$ cat src/rtl/wb_stream_bridge.sv
// Wishbone slave to val/rdy stream bridge: instruction/load push streams,
// store pop stream, status register with sticky overflow/underflow flags.

module wb_stream_bridge_fifo #(
  parameter int unsigned W     = 32,
  parameter int unsigned DEPTH = 4
) (
  input  logic         clk,
  input  logic         reset,
  input  logic         i_push,
  input  logic [W-1:0] i_data,
  input  logic         i_pop,
  output logic [W-1:0] o_data,
  output logic [7:0]   o_count,
  output logic         o_full,
  output logic         o_empty
);
  localparam int unsigned AW = $clog2(DEPTH);
  localparam logic [AW-1:0] PTR_ONE = AW'(1);
  localparam logic [AW:0]   CNT_ONE = (AW+1)'(1);
  localparam logic [AW:0]   CNT_MAX = (AW+1)'(DEPTH);

  logic [W-1:0]  r_mem [DEPTH];
  logic [AW-1:0] r_wptr;
  logic [AW-1:0] r_rptr;
  logic [AW:0]   r_count;
  logic          w_push;
  logic          w_pop;

  // Full/empty come from the registered count; push on full is refused
  // even when a pop happens in the same cycle.
  always_comb begin
    o_full  = (r_count == CNT_MAX);
    o_empty = (r_count == '0);
    o_data  = r_mem[r_rptr];
    o_count = 8'(r_count);
    w_push  = i_push & ~o_full;
    w_pop   = i_pop & ~o_empty;
  end

  // Pointer and occupancy bookkeeping.
  always_ff @(posedge clk) begin
    if (reset) begin
      r_wptr  <= '0;
      r_rptr  <= '0;
      r_count <= '0;
    end else begin
      if (w_push) r_wptr <= r_wptr + PTR_ONE;
      if (w_pop)  r_rptr <= r_rptr + PTR_ONE;
      case ({w_push, w_pop})
        2'b10:   r_count <= r_count + CNT_ONE;
        2'b01:   r_count <= r_count - CNT_ONE;
        default: r_count <= r_count;
      endcase
    end
  end

  // Storage array.
  always_ff @(posedge clk) begin
    if (w_push) r_mem[r_wptr] <= i_data;
  end
endmodule

module wb_stream_bridge #(
  parameter logic [31:0] BASE_ADDR   = 32'h3000_0000,
  parameter int unsigned LOAD_W      = 64,
  parameter int unsigned INSTR_DEPTH = 4,
  parameter int unsigned LOAD_DEPTH  = 4,
  parameter int unsigned STORE_DEPTH = 4,
  parameter bit          BLOCKING    = 1'b0
) (
  input  logic              clk,
  input  logic              reset,
  input  logic              wbs_stb_i,
  input  logic              wbs_cyc_i,
  input  logic              wbs_we_i,
  input  logic [3:0]        wbs_sel_i,
  input  logic [31:0]       wbs_dat_i,
  input  logic [31:0]       wbs_adr_i,
  output logic              wbs_ack_o,
  output logic [31:0]       wbs_dat_o,
  output logic [31:0]       instruction_recv_msg,
  output logic              instruction_recv_val,
  input  logic              instruction_recv_rdy,
  output logic [LOAD_W-1:0] load_recv_msg,
  output logic              load_recv_val,
  input  logic              load_recv_rdy,
  input  logic [31:0]       store_send_msg,
  input  logic              store_send_val,
  output logic              store_send_rdy
);
  localparam int unsigned LOAD_WORDS = LOAD_W / 32;
  localparam int unsigned IDX_W      = (LOAD_WORDS > 1) ? $clog2(LOAD_WORDS) : 1;
  localparam logic [IDX_W-1:0] LAST_IDX = IDX_W'(LOAD_WORDS - 1);
  localparam logic [5:0]       N_WORDS  = 6'(LOAD_WORDS);

  logic [31:0]       r_stage [LOAD_WORDS];
  logic              r_ovf;
  logic              r_unf;

  logic [7:0]        w_off;
  logic [5:0]        w_load_word;
  logic [IDX_W-1:0]  w_load_idx;
  logic              w_match, w_req, w_stall, w_service;
  logic              w_is_instr, w_is_store, w_is_status, w_is_load, w_load_last;
  logic              w_instr_push, w_load_push, w_store_pop, w_status_wr, w_stage_wr;
  logic              w_ovf_set, w_unf_set;
  logic [31:0]       w_merged;
  logic [LOAD_W-1:0] w_load_msg;
  logic [31:0]       w_status;
  logic [31:0]       w_rdata;

  logic              w_instr_full, w_instr_empty;
  logic              w_load_full, w_load_empty;
  logic              w_store_full, w_store_empty;
  logic [7:0]        w_instr_cnt, w_load_cnt, w_store_cnt;
  logic [31:0]       w_store_head;

  // Address decode and request qualification; a stalled request simply
  // stays un-serviced while the master keeps stb/cyc asserted.
  always_comb begin
    w_off       = wbs_adr_i[7:0];
    w_match     = (wbs_adr_i[31:8] == BASE_ADDR[31:8]);
    w_req       = wbs_stb_i & wbs_cyc_i & w_match & ~wbs_ack_o;
    w_load_word = w_off[7:2] - 6'h04;
    w_load_idx  = w_load_word[IDX_W-1:0];
    w_is_instr  = (w_off == 8'h00);
    w_is_store  = (w_off == 8'h04);
    w_is_status = (w_off == 8'h08);
    w_is_load   = (w_off[7:4] != 4'h0) && (w_off[1:0] == 2'b00) && (w_load_word < N_WORDS);
    w_load_last = w_is_load && (w_load_idx == LAST_IDX);
    w_stall     = BLOCKING && (( wbs_we_i && w_is_instr  && w_instr_full) ||
                               ( wbs_we_i && w_load_last && w_load_full)  ||
                               (!wbs_we_i && w_is_store  && w_store_empty));
    w_service    = w_req & ~w_stall;
    w_instr_push = w_service &  wbs_we_i & w_is_instr;
    w_load_push  = w_service &  wbs_we_i & w_load_last;
    w_stage_wr   = w_service &  wbs_we_i & w_is_load;
    w_status_wr  = w_service &  wbs_we_i & w_is_status;
    w_store_pop  = w_service & ~wbs_we_i & w_is_store;
    w_ovf_set    = (w_instr_push & w_instr_full) | (w_load_push & w_load_full);
    w_unf_set    = w_store_pop & w_store_empty;
  end

  // Byte-masked staging merge; the last word's new value goes straight into
  // the pushed message since the staging register updates on the same edge.
  always_comb begin
    w_merged   = '0;
    w_load_msg = '0;
    for (int unsigned b = 0; b < 4; b++) begin
      w_merged[b*8 +: 8] = wbs_sel_i[b] ? wbs_dat_i[b*8 +: 8] : r_stage[w_load_idx][b*8 +: 8];
    end
    for (int unsigned i = 0; i < LOAD_WORDS; i++) begin
      w_load_msg[i*32 +: 32] = r_stage[i];
    end
    w_load_msg[LOAD_W-32 +: 32] = w_merged;
  end

  // Status word and read-data mux.
  always_comb begin
    w_status = {3'b000, r_unf, r_ovf, w_store_empty, w_load_full, w_instr_full,
                w_store_cnt, w_load_cnt, w_instr_cnt};
    w_rdata  = '0;
    if (!wbs_we_i) begin
      if (w_is_store && !w_store_empty) w_rdata = w_store_head;
      else if (w_is_status)             w_rdata = w_status;
    end
  end

  // Registered single-cycle ack with data; data bus is zero when not acking.
  always_ff @(posedge clk) begin
    if (reset) begin
      wbs_ack_o <= 1'b0;
      wbs_dat_o <= '0;
    end else begin
      wbs_ack_o <= w_service;
      wbs_dat_o <= w_service ? w_rdata : '0;
    end
  end

  // Load staging words and sticky error flags (set wins over W1C clear).
  always_ff @(posedge clk) begin
    if (reset) begin
      for (int unsigned i = 0; i < LOAD_WORDS; i++) r_stage[i] <= '0;
      r_ovf <= 1'b0;
      r_unf <= 1'b0;
    end else begin
      if (w_stage_wr) r_stage[w_load_idx] <= w_merged;
      r_ovf <= w_ovf_set | (r_ovf & ~(w_status_wr & wbs_dat_i[27]));
      r_unf <= w_unf_set | (r_unf & ~(w_status_wr & wbs_dat_i[28]));
    end
  end

  // Stream-side handshake outputs.
  always_comb begin
    instruction_recv_val = ~w_instr_empty;
    load_recv_val        = ~w_load_empty;
    store_send_rdy       = ~w_store_full;
  end

  wb_stream_bridge_fifo #(.W(32), .DEPTH(INSTR_DEPTH)) u_instr_fifo (
    .clk(clk), .reset(reset), .i_push(w_instr_push), .i_data(wbs_dat_i),
    .i_pop(instruction_recv_rdy), .o_data(instruction_recv_msg), .o_count(w_instr_cnt),
    .o_full(w_instr_full), .o_empty(w_instr_empty)
  );

  wb_stream_bridge_fifo #(.W(LOAD_W), .DEPTH(LOAD_DEPTH)) u_load_fifo (
    .clk(clk), .reset(reset), .i_push(w_load_push), .i_data(w_load_msg),
    .i_pop(load_recv_rdy), .o_data(load_recv_msg), .o_count(w_load_cnt),
    .o_full(w_load_full), .o_empty(w_load_empty)
  );

  wb_stream_bridge_fifo #(.W(32), .DEPTH(STORE_DEPTH)) u_store_fifo (
    .clk(clk), .reset(reset), .i_push(store_send_val), .i_data(store_send_msg),
    .i_pop(w_store_pop), .o_data(w_store_head), .o_count(w_store_cnt),
    .o_full(w_store_full), .o_empty(w_store_empty)
  );
endmodule

$ cat config.mk
export PLATFORM = sky130hd
export DESIGN_NAME = wb_stream_bridge
export DESIGN_NICKNAME = d
export VERILOG_FILES = /design/src/rtl/wb_stream_bridge.sv
export SDC_FILE = /design/constraint.sdc
export NUM_CORES = 1
export LEC_CHECK = 0
export BUFFER_PORTS_ARGS = -buffer_cell sky130_fd_sc_hd__buf_2
export CORE_ASPECT_RATIO = 0.6
export CORE_UTILIZATION = 53
export DETAILED_ROUTE_END_ITERATION = 10
export PLACE_DENSITY = 0.81
export SLEW_MARGIN = 20
export SYNTH_ARGS = -nofsm -noshare
export SYNTH_HDL_FRONTEND = slang
export SYNTH_SLANG_ARGS = --single-unit
$ cat constraint.sdc
create_clock -name clk -period 5.4 [get_ports clk]
set_clock_uncertainty 0.05 [all_clocks]
set_input_delay 1.08 -clock clk [delete_from_list [all_inputs] [get_ports clk]]
set_output_delay 1.08 -clock clk [all_outputs]
set_load 0.01 [all_outputs]
==> impl_metrics.ini, run 1 <==
[outcome]
status = completed

[detailed_routing]
ant_nets = 0
via_per_inst = 5.94
wl_per_cell_um = 25.0
num_vias = 12800
route.detailed.drc = 0
drt_iter0_drc = 1307
first_pass_iters = 5
drt-total-wl_mm = 53.7

[floorplan]
fp.dieW_um = 278
die_y_um = 168
num_rows = 60
coreArea_sq_um = 45000
initial_core_util_pct = 54.0
ios = 240
die_area_sq_um = 46700

[pwr]
intPower_mw = 7.70
switchingPower_mw = 1.98
powerDensity_nw_per_um2 = 346
p_comb_share_pct = 2.7
clkPwrFrac_pct = 40.7
power_leakage_nw = 9.46
ir_worst_vdd_mv = 0.304
seqPwrFrac_pct = 56.5
swShare_pct = 20.4

[grt]
grt_overflow = 0
track_usage_pct = 23.1
antenna_found_initial = 9
grt_pass1_vias = 12600
grt_max_degree = 65
grt_pass1_wl_mm = 79.6

[cts]
cts.repair.resized = 0
ctsHtreeMaxLevel = 2
cts_tree = done
cts_inserted_buffers = 54
post_cts_buffers = 0
cts.sinks = 638
cts_root_buf = clkbuf_16
cts.clk_slew.worst_paths_ns = 0.07
clock_latency_ns = 0.61
clockBufferDepth = 3
cts_hold_buffers = 0

[yosys]
ys_seq_area_share_pct = 76.4
yosysUniqueCellTypes = 44
synth_edf_count = 576
synth_warnings = 0
netlist_area_sq_um = 24300
synth_nets = 1385
synthFlopType = edfxtp_1
synthArstFlopShare_pct = 0
synth_cells = 1259
synth.avg_cell_area_sq_um = 19.3
synth.ff_latch_count = 638

[final_layout]
postLayoutCellArea_sq_um = 28000
syn_to_final_growth_pct = 15.1
n_fill_cell = 3041
drive_above_1_share_pct = 31.3
num-nets-final = 1631

[worst_setup_path]
cp_data_required_time_ns = 4.27
worst_path_largest_cell_delay_ns = 0.86
regToRegSetupSlack_ns = 2.32
cp.arrival_ns = 2.67
path_cells = buf_4, mux4_2, buf_2
cp-end-kind = output port
cp_slowest_cell = dfxtp_2
crit_type = reg2out
worstPathMaxFanout = 20
start_kind = flop

[sta]
clock.fmax_mhz = 263
drv_slew = 0
tightest_slew_ns = 1.06
rsz0062_at_grt = false
maxSlewHeadroom_pct = 29.3
finalHoldViolations = 0
period_minus_slack_ns = 3.80
setup_viol = 0
post-route-period-util_pct = 70.4
setup_tns_ns = 0

[placement]
placed_area_sq_um = 26100
gp_congestion = 0.798
hpwl_mm = 34.0
port_buffers = 239

[run]
max-cap-violations = 0

[worst_hold_path]
min_path_type = reg2reg
cell usage in the layout (no fill, tap or decap), drive strengths merged, types with 22 or more instances in the layout:
cell      n
a21oi    44
buf     252
clkbuf   69
clkinv   24
dfxtp    62
edfxtp  576
inv      57
mux2i    32
mux4    128
nor2    100
nor2b    22
nor3     37
final cells by class:
cell class,count,area [sq um],area share [%]
Timing Repair Buffer,252,1340,4.79
Clock inverter,33,339,1.21
Tap cell,589,737,2.64
Sequential cell,638,18500,66.4
Clock buffer,69,1460,5.22
Antenna cell,7,17.5,0.0627
Multi-Input combinational cell,504,5310,19.0
Inverter,55,206,0.739
state kept, by name, summed over array words and instances (netlist names), 2 cells and up, named ones only:
signal,count
u_load_fifo.r_mem,256
u_instr_fifo.r_mem,128
u_store_fifo.r_mem,128
r_stage,64
wbs_dat_o,32
u_instr_fifo.r_count,3
u_load_fifo.r_count,3
u_store_fifo.r_count,3
u_instr_fifo.r_rptr,2
u_instr_fifo.r_wptr,2
u_load_fifo.r_rptr,2
u_load_fifo.r_wptr,2
u_store_fifo.r_rptr,2
u_store_fifo.r_wptr,2
logic make-up (layout without fill, tap and decap cells):
kind of cell	count (synthesis)	after routing	synth area share [%]
AOI/OAI and AO/OA	71	71	1.72
adders and majority gates	18	18	1.02
other	0	7	0
muxes	163	163	13.3
buffers and inverters	117	409	1.93
DFF	638	638	76.4
and+or+nand+nor	241	241	5.24
xor gates and xnor gates	11	11	0.397
metrics by stage:
step | total power, mW | cells | hold slack (ns) | setup WS, ns | utilization, %
after floorplan | 5.70 | 1259 | 0.389 | 0.241 | -
after global placement | 5.82 | 2037 | 0.440 | 1.24 | 58.1
after detailed placement | 5.84 | 2037 | 0.444 | 1.14 | 58.1
after CTS | 9.72 | 2139 | 0.454 | 1.52 | 62.1
after global routing | 9.93 | 2146 | 0.489 | 1.42 | 62.2
final | 9.68 | 2147 | 0.452 | 1.60 | 62.2
power by group through the flow:
stage	combinational (mW)	sequential (mW)	clock, mW
2_1_floorplan	0.131	5.57	0
3_3_place_gp	0.244	5.57	0
3_5_place_dp	0.259	5.58	0
4_1_cts	0.261	5.47	3.99
5_1_grt	0.287	5.48	4.17
6_report	0.263	5.47	3.94
worst paths after layout:
check / startpoint / cells past startpoint / end
setup / recovery: flop / 3 / instruction_recv_msg[13]
hold / removal: r_unf$_SDFF_PP0_ / 2 / r_unf$_SDFF_PP0_
setup reg to reg: wbs_ack_o$_SDFF_PP0_ / 4 / u_load_fifo.r_mem[3][3]$_DFFE_PP_
hold reg to reg: r_unf$_SDFF_PP0_ / 2 / r_unf$_SDFF_PP0_
cell usage after synthesis (5+ instances only):
master / n / area share (%)
nor3_1: 35 / 0.72
and3_1: 5 / 0.13
inv_1: 55 / 0.85
clkbuf_1: 38 / 0.59
and2_1: 9 / 0.23
nand4_1: 10 / 0.26
nor4_1: 14 / 0.36
dfxtp_1: 62 / 5.1
a21oi_1: 44 / 0.91
o21ai_0: 5 / 0.10
edfxtp_1: 576 / 71
nor2_1: 100 / 1.5
or3_1: 10 / 0.26
buf_2: 17 / 0.35
nand2_1: 9 / 0.14
nor2b_1: 22 / 0.57
mux2i_1: 32 / 1.3
a22oi_1: 14 / 0.43
mux4_2: 128 / 12
xor2_1: 8 / 0.29
buf_1: 6 / 0.093
ha_1: 15 / 0.77
per-layer routing:
metal  wire length [um]  share of wire, %  global-route usage, %
met5                 23             0.043                      0
met4               1340               2.5                   7.61
met3               4320               8.0                   4.55
met2              24800                46                   34.3
met1              23200                43                   34.8
critical path: cells and delay by family, from the launching register on:
family / cells / cell delay, ns
DFF: 1 / 0.86
buffers and inverters: 2 / 0.59
muxes: 1 / 0.60
No activity file was read; power rests on OpenSTA's default activity.
==> run 2: changes to the inputs <==
--- a/config.mk
+++ b/config.mk
@@ -7,9 +7,9 @@
 export LEC_CHECK = 0
 export BUFFER_PORTS_ARGS = -buffer_cell sky130_fd_sc_hd__buf_2
 export CORE_ASPECT_RATIO = 0.6
-export CORE_UTILIZATION = 53
+export CORE_UTILIZATION = 59
 export DETAILED_ROUTE_END_ITERATION = 10
-export PLACE_DENSITY = 0.81
+export PLACE_DENSITY = 0.85
 export SLEW_MARGIN = 20
 export SYNTH_ARGS = -nofsm -noshare
 export SYNTH_HDL_FRONTEND = slang
==> constraint.sdc (replaced) <==
create_clock -name clk -period 3.68 [get_ports clk]
set_clock_uncertainty 0.05 [all_clocks]
set_input_delay 0.736 -clock clk [delete_from_list [all_inputs] [get_ports clk]]
set_output_delay 0.736 -clock clk [all_outputs]
set_load 0.01 [all_outputs]
==> impl_metrics.ini, run 2 (synthesized netlist as in run 1, its figures left out) <==
[floorplan]
initial_core_util_pct = 59.9
die_area_sq_um = 42000
die_y_um = 159
coreArea_sq_um = 40500
num_rows = 57
ios = 240
fp.dieW_um = 264

[final_layout]
reg_top3 = u_load_fifo.r_mem (256), u_instr_fifo.r_mem (128), u_store_fifo.r_mem (128)
drive_above_1_share_pct = 32.1
mostFrequentLayoutCells = edfxtp_1, buf_2, mux4_2
syn_to_final_growth_pct = 15.9
multiInputGateArea_sq_um = 5310
n_fill_cell = 2489
layout_commonest_cell = edfxtp_1
largest-register = u_load_fifo.r_mem
seq_area_sq_um = 18600
num-nets-final = 1658
fin_cells = 2104
largest_register_ffs = 256

[cts]
cts.clk_slew.worst_paths_ns = 0.06
cts_tree = done
clockBufferDepth = 3
cts_inserted_buffers = 54
cts_hold_buffers = 0
cts.repair.resized = 0
post_cts_buffers = 0
ctsHtreeMaxLevel = 2
clock_latency_ns = 0.60
cts.sinks = 638
cts_root_buf = clkbuf_16

[sta]
maxSlewHeadroom_pct = 32.0
tightest_slew_ns = 1.02
post-route-period-util_pct = 89.0
period_minus_slack_ns = 3.28
setup_tns_ns = 0
setup_viol = 0
fin_ws_ns = 0.404
clock.fmax_mhz = 305
rsz0062_at_grt = false
finalHoldViolations = 0
drv_slew = 0
hold_slack_ns = 0.315

[placement]
place_inst = 2007
port_buffers = 239
gp_congestion = 0.822
dp_slack_ns = 0.179
hpwl_mm = 33.3

[worst_setup_path]
cp.arrival_ns = 2.49
reg2reg_depth = 11
cp-end-kind = output port
start_kind = flop
regToRegSetupSlack_ns = 1.01
worstPathMaxFanout = 16
rr_startpoint = u_load_fifo.r_count[2]$_SDFFE_PP0P_
r2r-end = u_load_fifo.r_count[2]$_SDFFE_PP0P_
crit_type = reg2out
cp_data_required_time_ns = 2.89

[outcome]
status = completed

[grt]
grt_pass1_wl_mm = 80.6
grt_use_met1_pct = 37.9
busiest_layer = met2
grt_overflow = 0
use_met2_pct = 40.1
grtUsageMet3_pct = 5.49
antenna_found_initial = 2
grt_pass1_vias = 13300
grt_max_degree = 42
track_usage_pct = 26.0

[detailed_routing]
ant_nets = 0
num_vias = 13000
first_pass_iters = 6
wl_per_cell_um = 25.4
drt-total-wl_mm = 53.5
route.detailed.drc = 0
via_per_inst = 6.17
drt_iter0_drc = 1478

[worst_hold_path]
whs_endpoint = u_store_fifo.r_mem[1][14]$_DFFE_PP_
worstHoldPathCells = 1
min_path_type = in2reg
worstHoldStart = store_send_msg[14]

[pwr]
ir_worst_vdd_mv = 0.420
power_leakage_nw = 9.60
powerDensity_nw_per_um2 = 499

[run]
max-cap-violations = 0
run 2: how the worst max path moves through the flow:
stage                 startpoint                              endpoint  slack, ns
global placement    wbs_adr_i[3]  u_instr_fifo.r_count[2]$_SDFFE_PP0P_       0.29
finish                      flop              instruction_recv_msg[13]       0.40
CTS                         flop              instruction_recv_msg[13]       0.36
detailed placement  wbs_adr_i[3]  u_instr_fifo.r_count[2]$_SDFFE_PP0P_       0.18
floorplan           wbs_adr_i[3]     u_load_fifo.r_mem[0][0]$_DFFE_PP_       0.30
global route                flop              instruction_recv_msg[13]       0.28
run 2: metrics by stage:
stage / area (sq um) / util (%) / power [mW]
final: 28100 / 69.4 / 14.0
after global routing: 28100 / 69.4 / 14.4
after CTS: 28100 / 69.4 / 14.1
after detailed placement: 26400 / 65.2 / 8.56
after global placement: 26400 / 65.2 / 8.53
after floorplan: 24300 / - / 8.36
run 2: layout make-up:
type                       count  share of cell area (%)
tap                          531                    2.36
clock inverter                25                   0.948
sequential                   638                    66.0
antenna                        1                 0.00890
clock buffer                  71                    5.14
multi-input combinational    504                    18.9
inverter                      55                   0.734
timing repair buffer         279                    5.99
run 2: power by group:
part | leakage (nW) | switching [mW] | total (mW) | internal [mW]
clock network | 0.836 | 2.50 | 5.61 | 3.11
logic | 2.95 | 0.257 | 0.386 | 0.129
registers | 5.81 | 0.0424 | 8.03 | 7.99
run 2: per-layer routing:
layer / up-vias / share of wire, %
li1: 5531 / -
met1: 6691 / 41
met2: 682 / 47
met3: 87 / 8.8
met4: 0 / 2.5
met5: - / 0
run 2: critical path, cell delays in order (launching register included):
cell and delay, ns:
dfxtp_2 0.76, buf_4 0.35, mux4_2 0.59, buf_2 0.18
==> run 3: changes to the inputs <==
--- a/config.mk
+++ b/config.mk
@@ -5,11 +5,12 @@
 export SDC_FILE = /design/constraint.sdc
 export NUM_CORES = 1
 export LEC_CHECK = 0
+export ABC_AREA = 1
 export BUFFER_PORTS_ARGS = -buffer_cell sky130_fd_sc_hd__buf_2
 export CORE_ASPECT_RATIO = 0.6
 export CORE_UTILIZATION = 59
 export DETAILED_ROUTE_END_ITERATION = 10
-export PLACE_DENSITY = 0.85
+export PLACE_DENSITY = 0.84
 export SLEW_MARGIN = 20
 export SYNTH_ARGS = -nofsm -noshare
 export SYNTH_HDL_FRONTEND = slang
==> impl_metrics.ini, run 3 <==
[grt]
grt_pass1_vias = 16100
grt_pass1_wl_mm = 88.7
grt_overflow = 0
track_usage_pct = 27.1
antenna_found_initial = 8
grt_max_degree = 69

[cts]
clock_latency_ns = 0.60
cts.clk_slew.worst_paths_ns = 0.07
cts_inserted_buffers = 53
clockBufferDepth = 3
post_cts_buffers = 0
cts_hold_buffers = 0
cts_tree = done
cts.sinks = 638
ctsHtreeMaxLevel = 2
cts.repair.resized = 0
cts_root_buf = clkbuf_16

[pwr]
powerDensity_nw_per_um2 = 496
intPower_mw = 11.3
swShare_pct = 20.3
ir_worst_vdd_mv = 0.402
clkPwrFrac_pct = 40.5
switchingPower_mw = 2.87
power_leakage_nw = 10.4
p_comb_share_pct = 2.8
total_power_mw = 14.2
seqPwrFrac_pct = 56.7

[final_layout]
seq_area_sq_um = 18500
mostFrequentLayoutCells = edfxtp_1, nor2_1, o21ai_0
drive_above_1_share_pct = 19.9
reg_top3 = u_load_fifo.r_mem (256), u_instr_fifo.r_mem (128), u_store_fifo.r_mem (128)
multiInputGateArea_sq_um = 5450
num-nets-final = 2311
fin_cells = 2791
n_fill_cell = 2692
syn_to_final_growth_pct = 14.5
largest_register_ffs = 256
layout_commonest_cell = edfxtp_1
final_core_util_pct = 69.6
largest-register = u_load_fifo.r_mem

[sta]
hold_slack_ns = 0.312
tightest_slew_ns = 1.02
setup_tns_ns = 0
maxSlewHeadroom_pct = 31.7
post-route-period-util_pct = 95.1
period_minus_slack_ns = 3.50
clock.fmax_mhz = 286
drv_slew = 0
setup_viol = 0
finalHoldViolations = 0
rsz0062_at_grt = false

[yosys]
ys_seq_area_share_pct = 74.4
synth.ff_latch_count = 638
yosysMostFrequentCell = edfxtp_1
netlist_area_sq_um = 24900
synthTopCellsByCount = edfxtp_1, nor2_1, o21ai_0
synth_edf_count = 576
synthTopCellsByArea = edfxtp_1, nor2_1, o21ai_0
synth_warnings = 0
yosysTopAreaCellShare_pct = 69.4
yosysUniqueCellTypes = 40
synth_largest_area_cell = edfxtp_1
synth.avg_cell_area_sq_um = 12.7
synth_nets = 2084
synthFlopType = edfxtp_1
synthArstFlopShare_pct = 0
synth_cells = 1958

[placement]
gp_congestion = 0.924
place_inst = 2690
port_buffers = 239
hpwl_mm = 35.2

[worst_setup_path]
cp_data_required_time_ns = 2.89
crit_type = reg2out
start_kind = flop
worstPathMaxFanout = 36
cp-end-kind = output port
cp.arrival_ns = 2.71

[floorplan]
num_rows = 57
fp.dieW_um = 267
die_y_um = 161
coreArea_sq_um = 41000
initial_core_util_pct = 60.8
ios = 240
die_area_sq_um = 43100

[run]
max-cap-violations = 0

[detailed_routing]
drt-total-wl_mm = 58.1
ant_nets = 0
drt_iter0_drc = 1939
wl_per_cell_um = 20.8
via_per_inst = 5.86
num_vias = 16400
first_pass_iters = 7
route.detailed.drc = 0

[worst_hold_path]
min_path_type = in2reg

[outcome]
status = completed
[run 3: cells by family after synthesis]
| group | share of synthesized area (%) |
|---|---|
| DFF | 74.4 |
| adders and majority gates | 0.994 |
| AOI/OAI and AO/OA | 11.1 |
| and+or+nand+nor | 9.48 |
| buffers and inverters | 4.04 |
[run 3: area by class of cell]
cell class / count / area share (%)
Sequential cell: 638 / 65.0
Multi-Input combinational cell: 1070 / 19.1
Timing Repair Buffer: 274 / 5.29
Clock buffer: 65 / 5.02
Tap cell: 560 / 2.46
Inverter: 148 / 1.96
Clock inverter: 31 / 1.15
Antenna cell: 5 / 0.0438
[run 3: worst max-delay path, cell delays in order (launching register included)]
cell and delay [ns]:
dfxtp_4 0.60, clkinv_2 0.53, buf_4 0.42, o21ai_0 0.26, o22ai_1 0.13, buf_2 0.16
[run 3: stage by stage]
| stage | cell area [sq um] | worst slack (ns) |
|---|---|---|
| floorplan | 24900 | -0.132 |
| global placement | 26800 | 0.656 |
| detailed placement | 26800 | 0.582 |
| CTS | 28500 | 0.196 |
| global route | 28500 | 0.0409 |
| finish | 28500 | 0.180 |
[run 3: worst paths after layout]
check	slack [ns]	to	depth (start not counted)	startpoint
setup / recovery	0.18	load_recv_msg[63]	5	flop
hold / removal	0.31	u_store_fifo.r_mem[3][5]$_DFFE_PP_	1	store_send_msg[5]
hold reg to reg	0.42	u_instr_fifo.r_rptr[1]$_SDFFE_PP0P_	2	u_instr_fifo.r_rptr[1]$_SDFFE_PP0P_
setup reg to reg	1.10	u_load_fifo.r_count[1]$_SDFFE_PP0P_	12	wbs_ack_o$_SDFF_PP0_
[run 3: layer usage]
metal / vias up / GRT usage (%) / wire, um
met4: 2 / 11.2 / 2270
met3: 150 / 5.63 / 5160
met1: 7948 / 36.1 / 22900
met5: - / 0 / 13
li1: 7441 / - / -
met2: 822 / 43.8 / 27700
[run 3: power groups by stage]
stage | combinational [mW] | sequential, mW | clock [mW]
finish | 0.400 | 8.03 | 5.73
global route | 0.439 | 8.03 | 6.05
CTS | 0.395 | 8.03 | 5.77
detailed placement | 0.390 | 8.18 | 0
global placement | 0.369 | 8.18 | 0
floorplan | 0.196 | 8.17 | 0
